## src/rtl/imm_issue_ctrl.sv

```systemverilog
// ID-stage immediate issue controller: decodes the immediate kind, extends it and hands it to EX with a one-entry skid buffer.
// Optional ex_illegal flag when IMM_ILLEGAL_DETECT_EN is defined.
module imm_issue_ctrl #(
   parameter int INST_W = 16,
   parameter int DATA_W = 16
) (
   input  logic              clk,
   input  logic              rst,
   input  logic              if_valid,
   input  logic [INST_W-1:0] if_inst,
   output logic              if_ready,
   input  logic              flush,
   input  logic              ex_ready,
   output logic              ex_valid,
   output logic [INST_W-1:0] ex_inst,
   output logic [DATA_W-1:0] ex_imm,
   output logic [2:0]        ex_imm_type
`ifdef IMM_ILLEGAL_DETECT_EN
   ,
   output logic              ex_illegal
`endif
);

   function automatic logic [2:0] imm_type_of(input logic [4:0] op);
      case (op)
         5'b01101:                                  imm_type_of = 3'd1;
         5'b00010:                                  imm_type_of = 3'd2;
         5'b00100, 5'b00101, 5'b01001, 5'b01010,
         5'b01110, 5'b10010, 5'b11010, 5'b01100:    imm_type_of = 3'd3;
         5'b10011, 5'b11011:                        imm_type_of = 3'd4;
         5'b01000:                                  imm_type_of = 3'd5;
         5'b00110:                                  imm_type_of = 3'd6;
         default:                                   imm_type_of = 3'd0;
      endcase
   endfunction

   function automatic logic [DATA_W-1:0] imm_of(input logic [2:0] ty, input logic [INST_W-1:0] inst);
      case (ty)
         3'd1:    imm_of = {{(DATA_W-8){1'b0}}, inst[7:0]};
         3'd2:    imm_of = {{(DATA_W-11){inst[10]}}, inst[10:0]};
         3'd3:    imm_of = {{(DATA_W-8){inst[7]}}, inst[7:0]};
         3'd4:    imm_of = {{(DATA_W-5){inst[4]}}, inst[4:0]};
         3'd5:    imm_of = {{(DATA_W-4){inst[3]}}, inst[3:0]};
         // A zero shift field encodes a shift by eight
         3'd6:    imm_of = (inst[4:2] == 3'd0) ? DATA_W'(8) : {{(DATA_W-3){1'b0}}, inst[4:2]};
         default: imm_of = '0;
      endcase
   endfunction

   logic [2:0]        dec_type;
   logic [DATA_W-1:0] dec_imm;
   logic              adv, fire;

   logic              ex_valid_q, ex_valid_d;
   logic [INST_W-1:0] ex_inst_q, ex_inst_d;
   logic [DATA_W-1:0] ex_imm_q, ex_imm_d;
   logic [2:0]        ex_type_q, ex_type_d;
   logic              skid_vld_q, skid_vld_d;
   logic [INST_W-1:0] skid_inst_q, skid_inst_d;
   logic [DATA_W-1:0] skid_imm_q, skid_imm_d;
   logic [2:0]        skid_type_q, skid_type_d;

`ifdef IMM_ILLEGAL_DETECT_EN
   function automatic logic is_illegal(input logic [4:0] op);
      case (op)
         5'b11100, 5'b11101, 5'b11110, 5'b11111, 5'b00001, 5'b00000: is_illegal = 1'b0;
         default: is_illegal = (imm_type_of(op) == 3'd0);
      endcase
   endfunction

   logic dec_ill;
   logic ex_ill_q, ex_ill_d, skid_ill_q, skid_ill_d;
   assign dec_ill    = is_illegal(if_inst[15:11]);
   assign ex_illegal = ex_ill_q;
`endif

   assign dec_type = imm_type_of(if_inst[15:11]);
   assign dec_imm  = imm_of(dec_type, if_inst);

   assign if_ready    = ~skid_vld_q;
   assign adv         = ~ex_valid_q | ex_ready;
   assign fire        = if_valid & if_ready;
   assign ex_valid    = ex_valid_q;
   assign ex_inst     = ex_inst_q;
   assign ex_imm      = ex_imm_q;
   assign ex_imm_type = ex_type_q;

   always_comb begin
      ex_valid_d  = ex_valid_q;
      ex_inst_d   = ex_inst_q;
      ex_imm_d    = ex_imm_q;
      ex_type_d   = ex_type_q;
      skid_vld_d  = skid_vld_q;
      skid_inst_d = skid_inst_q;
      skid_imm_d  = skid_imm_q;
      skid_type_d = skid_type_q;
`ifdef IMM_ILLEGAL_DETECT_EN
      ex_ill_d    = ex_ill_q;
      skid_ill_d  = skid_ill_q;
`endif
      if (flush) begin
         ex_valid_d = 1'b0;
         skid_vld_d = 1'b0;
`ifdef IMM_ILLEGAL_DETECT_EN
         ex_ill_d   = 1'b0;
         skid_ill_d = 1'b0;
`endif
      end else if (adv) begin
         // The skid entry is older than anything IF offers, so it drains first
         if (skid_vld_q) begin
            ex_valid_d = 1'b1;
            ex_inst_d  = skid_inst_q;
            ex_imm_d   = skid_imm_q;
            ex_type_d  = skid_type_q;
            skid_vld_d = 1'b0;
`ifdef IMM_ILLEGAL_DETECT_EN
            ex_ill_d   = skid_ill_q;
`endif
         end else if (fire) begin
            ex_valid_d = 1'b1;
            ex_inst_d  = if_inst;
            ex_imm_d   = dec_imm;
            ex_type_d  = dec_type;
`ifdef IMM_ILLEGAL_DETECT_EN
            ex_ill_d   = dec_ill;
`endif
         end else begin
            ex_valid_d = 1'b0;
         end
      end else if (fire) begin
         skid_vld_d  = 1'b1;
         skid_inst_d = if_inst;
         skid_imm_d  = dec_imm;
         skid_type_d = dec_type;
`ifdef IMM_ILLEGAL_DETECT_EN
         skid_ill_d  = dec_ill;
`endif
      end
   end

   always_ff @(posedge clk or negedge rst) begin
      if (!rst) begin
         ex_valid_q  <= 1'b0;
         ex_inst_q   <= '0;
         ex_imm_q    <= '0;
         ex_type_q   <= '0;
         skid_vld_q  <= 1'b0;
         skid_inst_q <= '0;
         skid_imm_q  <= '0;
         skid_type_q <= '0;
`ifdef IMM_ILLEGAL_DETECT_EN
         ex_ill_q    <= 1'b0;
         skid_ill_q  <= 1'b0;
`endif
      end else begin
         ex_valid_q  <= ex_valid_d;
         ex_inst_q   <= ex_inst_d;
         ex_imm_q    <= ex_imm_d;
         ex_type_q   <= ex_type_d;
         skid_vld_q  <= skid_vld_d;
         skid_inst_q <= skid_inst_d;
         skid_imm_q  <= skid_imm_d;
         skid_type_q <= skid_type_d;
`ifdef IMM_ILLEGAL_DETECT_EN
         ex_ill_q    <= ex_ill_d;
         skid_ill_q  <= skid_ill_d;
`endif
      end
   end

endmodule

```

## config.mk

```make
export PLATFORM = sky130hd
export DESIGN_NAME = imm_issue_ctrl
export DESIGN_NICKNAME = d
export VERILOG_FILES = /design/src/rtl/imm_issue_ctrl.sv
export SDC_FILE = /design/constraint.sdc
export NUM_CORES = 1
export LEC_CHECK = 0
export CELL_PAD_IN_SITES_DETAIL_PLACEMENT = 0
export CELL_PAD_IN_SITES_GLOBAL_PLACEMENT = 2
export CORE_MARGIN = 1
export CORE_UTILIZATION = 25
export CTS_CLUSTER_SIZE = 40
export DETAILED_ROUTE_END_ITERATION = 10
export PLACE_DENSITY_LB_ADDON = 0.1
export SYNTH_ARGS = -nofsm -noshare
export SYNTH_HDL_FRONTEND = slang
export SYNTH_SLANG_ARGS = --single-unit
```

## constraint.sdc

```tcl
create_clock -name clk -period 2.3 [get_ports clk]
set_clock_uncertainty 0.2 [all_clocks]
set_input_delay 0.23 -clock clk [delete_from_list [all_inputs] [get_ports clk]]
set_output_delay 0.23 -clock clk [all_outputs]
set_load 0.05 [all_outputs]
```

==> metrics.md <==
| Metric | Value |
|---|---|
| Worst-skew pair later-pin latency | 0.33 ns |
| Max-slew headroom at the worst pin | 60.4% |
| Warning count from the yosys run | 0 |
| Maxcap violations | 0 |
| Number of placed I/O pins | 58 |
| Share of post-route cells with drive strength above 1 | 13.9% |
| Vias in the first global route | 2609 |
| Post-layout min period | 2.08 ns |
| CTS tree | done |
| Via Count | 2510 |
| Weighted congestion reported at the end of routability-driven placement | 0.756 |
| Unique cell type count in the Yosys netlist | 44 |
| Critical Path Fanout Max | 6 |
| Area of all placed cells without fillers | 4250 um2 |
| Wire length of the first global-routing pass | 14000 um |
| H-Tree Level Count | 3 |
| Total standard cell area after synthesis | 2990 um2 |
| TritonRoute pass-1 iters | 7 |
| Effective utilization at floorplan | 25.9% |
| 1st-iter DRT viols | 136 |
| Antenna Violating Nets Remaining | 0 |
| Predominant post-synthesis flop cell | dfrtp_1 |
| Overall Global Routing Usage | 14.8% |
| Post-synth EDFFs | 0 |
| Final critical-path share of the clock period | 90.6% |
| Failing checks | DRC |
| Total power of the final layout | 4.08 mW |
| Net total in the final layout | 416 |
| Setup total negative slack | 0 ns |
| Static Leak | 1.89 nW |
| Core region area | 11600 um2 |
| Post-Synthesis Net Count | 344 |
| Floorplan die width | 111 um |
| Cell area after placement | 3850 um2 |
| Asr flop ratio synth | 100% |
| Vias/cell | 4.66 |
| Int Power | 2.83 mW |
| Max IR drop VDD | 340 uV |
| Total wire length | 8360 um |
| Achievable clock frequency | 480 MHz |
| Critical path start-end classification | input port to register |
| Final count of negative-setup-slack endpoints | 0 |
| Number of hold violations in the final report | 0 |
| Mapped Avg Cell Area | 9.38 um2 |
| Setup repair after global routing missed its margin | false |
| TritonCTS Sinks | 62 |
| Critical path startpoint category | input port |
| Slew at the pin closest to its max-slew limit | 0.594 ns |
| Type of the tightest min-delay check | input port to register |
| Total power divided by cell area | 960 nW/um2 |
| Net switching power | 1.25 mW |
| Largest net degree at the start of global routing | 42 |
| Clock slew seen by the registers of the worst setup and hold paths | 0.05 ns |
| Fillcell total | 1203 |
| Yosys reg bits | 62 |
| Outcome | complete, but fails checks |
| Maximum number of buffers from clock root to sink | 2 |
| Post-CTS Setup Bufs | 0 |
| Switching power share of the total | 30.7% |
| Required time of the critical path | 2.35 ns |
| Antenna violations before repair | 0 |
| Total number of placement rows | 39 |
| Seq pwr share | 34.4% |
| Logic pwr share | 25.1% |
| Data arrival, critical path | 2.13 ns |
| Slew Limit Fails | 0 |
| Die Area | 12400 um2 |
| GR Overflow Total | 0 |
| Synthesized netlist cell count | 319 |
| Critical Path End Type | register |
| CTS root buf | clkbuf_16 |
| Drt wl/cell | 15.5 um |
| Area growth syn-to-layout | 42.1% |
| DRC errors left | 16 |
| Sequential fraction of the synthesis area | 51.8% |
| Port Buffers | 57 |
| Vertical die dimension | 111 um |
| Count of inserted antenna diode cells | 0 |
| Number of buffers added by the clock tree synthesis step | 9 |
| Part of the total power dissipated in the clock network | 40.5% |
| DPL Wire Length | 5880 um |
| Core utilization of the finished layout | 36.8% |
==> timing repair <==
action,in CTS,in global routing
gates resized for setup,6,5
pin swaps,3,4
hold buffers,1,0
setup endpoints to repair,15,22
hold endpoints to repair,22,0
==> cell usage after synthesis (2+ instances only) <==
| cell | number | area, um2 |
|---|---|---|
| nand2_1 | 81 | 304 |
| dfrtp_1 | 62 | 1550 |
| o21ai_0 | 35 | 175 |
| mux2i_1 | 16 | 160 |
| clkbuf_1 | 15 | 56.3 |
| a21oi_1 | 14 | 70.1 |
| and3_1 | 11 | 68.8 |
| o21ai_1 | 11 | 55.1 |
| a31oi_1 | 6 | 37.5 |
| nor2_1 | 6 | 22.5 |
| buf_4 | 5 | 37.5 |
| inv_1 | 5 | 18.8 |
| or3_1 | 5 | 31.3 |
| and2_1 | 4 | 25.0 |
| ha_1 | 4 | 50.1 |
| a22oi_1 | 3 | 22.5 |
| nor3_1 | 3 | 15.0 |
| a32o_1 | 2 | 20.0 |
| buf_1 | 2 | 7.51 |
| buf_2 | 2 | 10.0 |
| nand3_1 | 2 | 10.0 |
| nand3b_1 | 2 | 15.0 |
| nand4bb_1 | 2 | 22.5 |
==> cell families (layout without fill, tap and decap cells) <==
family / after synthesis / after routing / share of synthesized area (%)
AO/OA/AOI/OAI: 83 / 83 / 16.8
buffers and inverters: 30 / 107 / 4.72
AND/OR/NAND/NOR: 123 / 123 / 19.2
adder cells (fa/ha/maj): 4 / 4 / 1.67
multiplexers: 17 / 17 / 5.73
flip-flops: 62 / 62 / 51.8
==> cell type report <==
class	instances	area, um2	share of cell area [%]
sequential	62	1550	36.5
inverter	5	18.8	0.441
timing repair buffer	86	813	19.1
clock inverter	6	134	3.15
clock buffer	10	229	5.39
multi-input combinational	227	1330	31.2
tap	143	179	4.21
==> final timing paths <==
kind | to | slack [ns] | depth (start not counted) | from
min reg2reg | skid_imm_q[2] | 0.27 | 2 | skid_imm_q[2]
min in group asynchronous | ex_imm[7] | 0.25 | 2 | rst
min | skid_inst_q[11] | 0.11 | 3 | if_inst[11]
max in group asynchronous | skid_inst_q[12] | 1.07 | 3 | rst
max reg2reg | ex_imm[8] | 0.44 | 5 | ex_valid
max | skid_imm_q[14] | 0.22 | 8 | if_inst[12]
==> cells in the final DEF (no fill, tap or decap), types with 3 or more instances in the layout <==
cell / n
ha_1: 4
buf_4: 27
inv_1: 5
dfrtp_1: 62
or3_1: 5
and2_1: 3
nor3_1: 3
nor2_1: 6
bufinv_16: 4
dlymetal6s2s_1: 3
nand2_1: 81
and3_1: 11
a22oi_1: 3
a21oi_1: 14
o21ai_1: 11
clkdlybuf4s50_1: 50
clkbuf_16: 9
mux2i_1: 16
o21ai_0: 35
a31oi_1: 6
==> stage by stage <==
step | setup slack, ns | hold slack, ns | instances
CTS | 0.00561 | 0.175 | 539
detailed placement | -0.438 | 0.0779 | 523
finish | 0.217 | 0.108 | 539
floorplan | 0.250 | -0.266 | 319
global placement | -0.399 | 0.0836 | 523
global route | 0.0742 | 0.124 | 539
==> routing by layer <==
| layer | share of wire, % | GRT usage (%) |
|---|---|---|
| met1 | 47 | 19.1 |
| met2 | 48 | 23.8 |
| met3 | 3.7 | 3.65 |
| met4 | 0.78 | 5.68 |
| met5 | 0 | 0 |
==> power groups by stage <==
stage	clock, mW	sequential [mW]	combinational [mW]
global placement	0	1.42	1.03
CTS	1.70	1.41	1.04
global route	1.75	1.43	1.10
floorplan	0	1.71	0.352
detailed placement	0	1.42	1.03
finish	1.65	1.40	1.02
==> registers in the layout (all words and copies together), names as in the netlist <==
signal       cells
ex_inst         16
skid_inst_q     16
ex_imm          11
skid_imm_q      11
ex_imm_type      3
skid_type_q      3
ex_valid         1
skid_vld_q       1
==> worst max-delay path: stages <==
cell and delay (ns):
dlygate4sd2_1 0.27, ha_1 0.22, or3b_2 0.51, a21bo_1 0.24
a211oi_4 0.29, a31oi_2 0.07, buf_4 0.18, a31oi_1 0.13
Power figures use the tool's default switching activity.
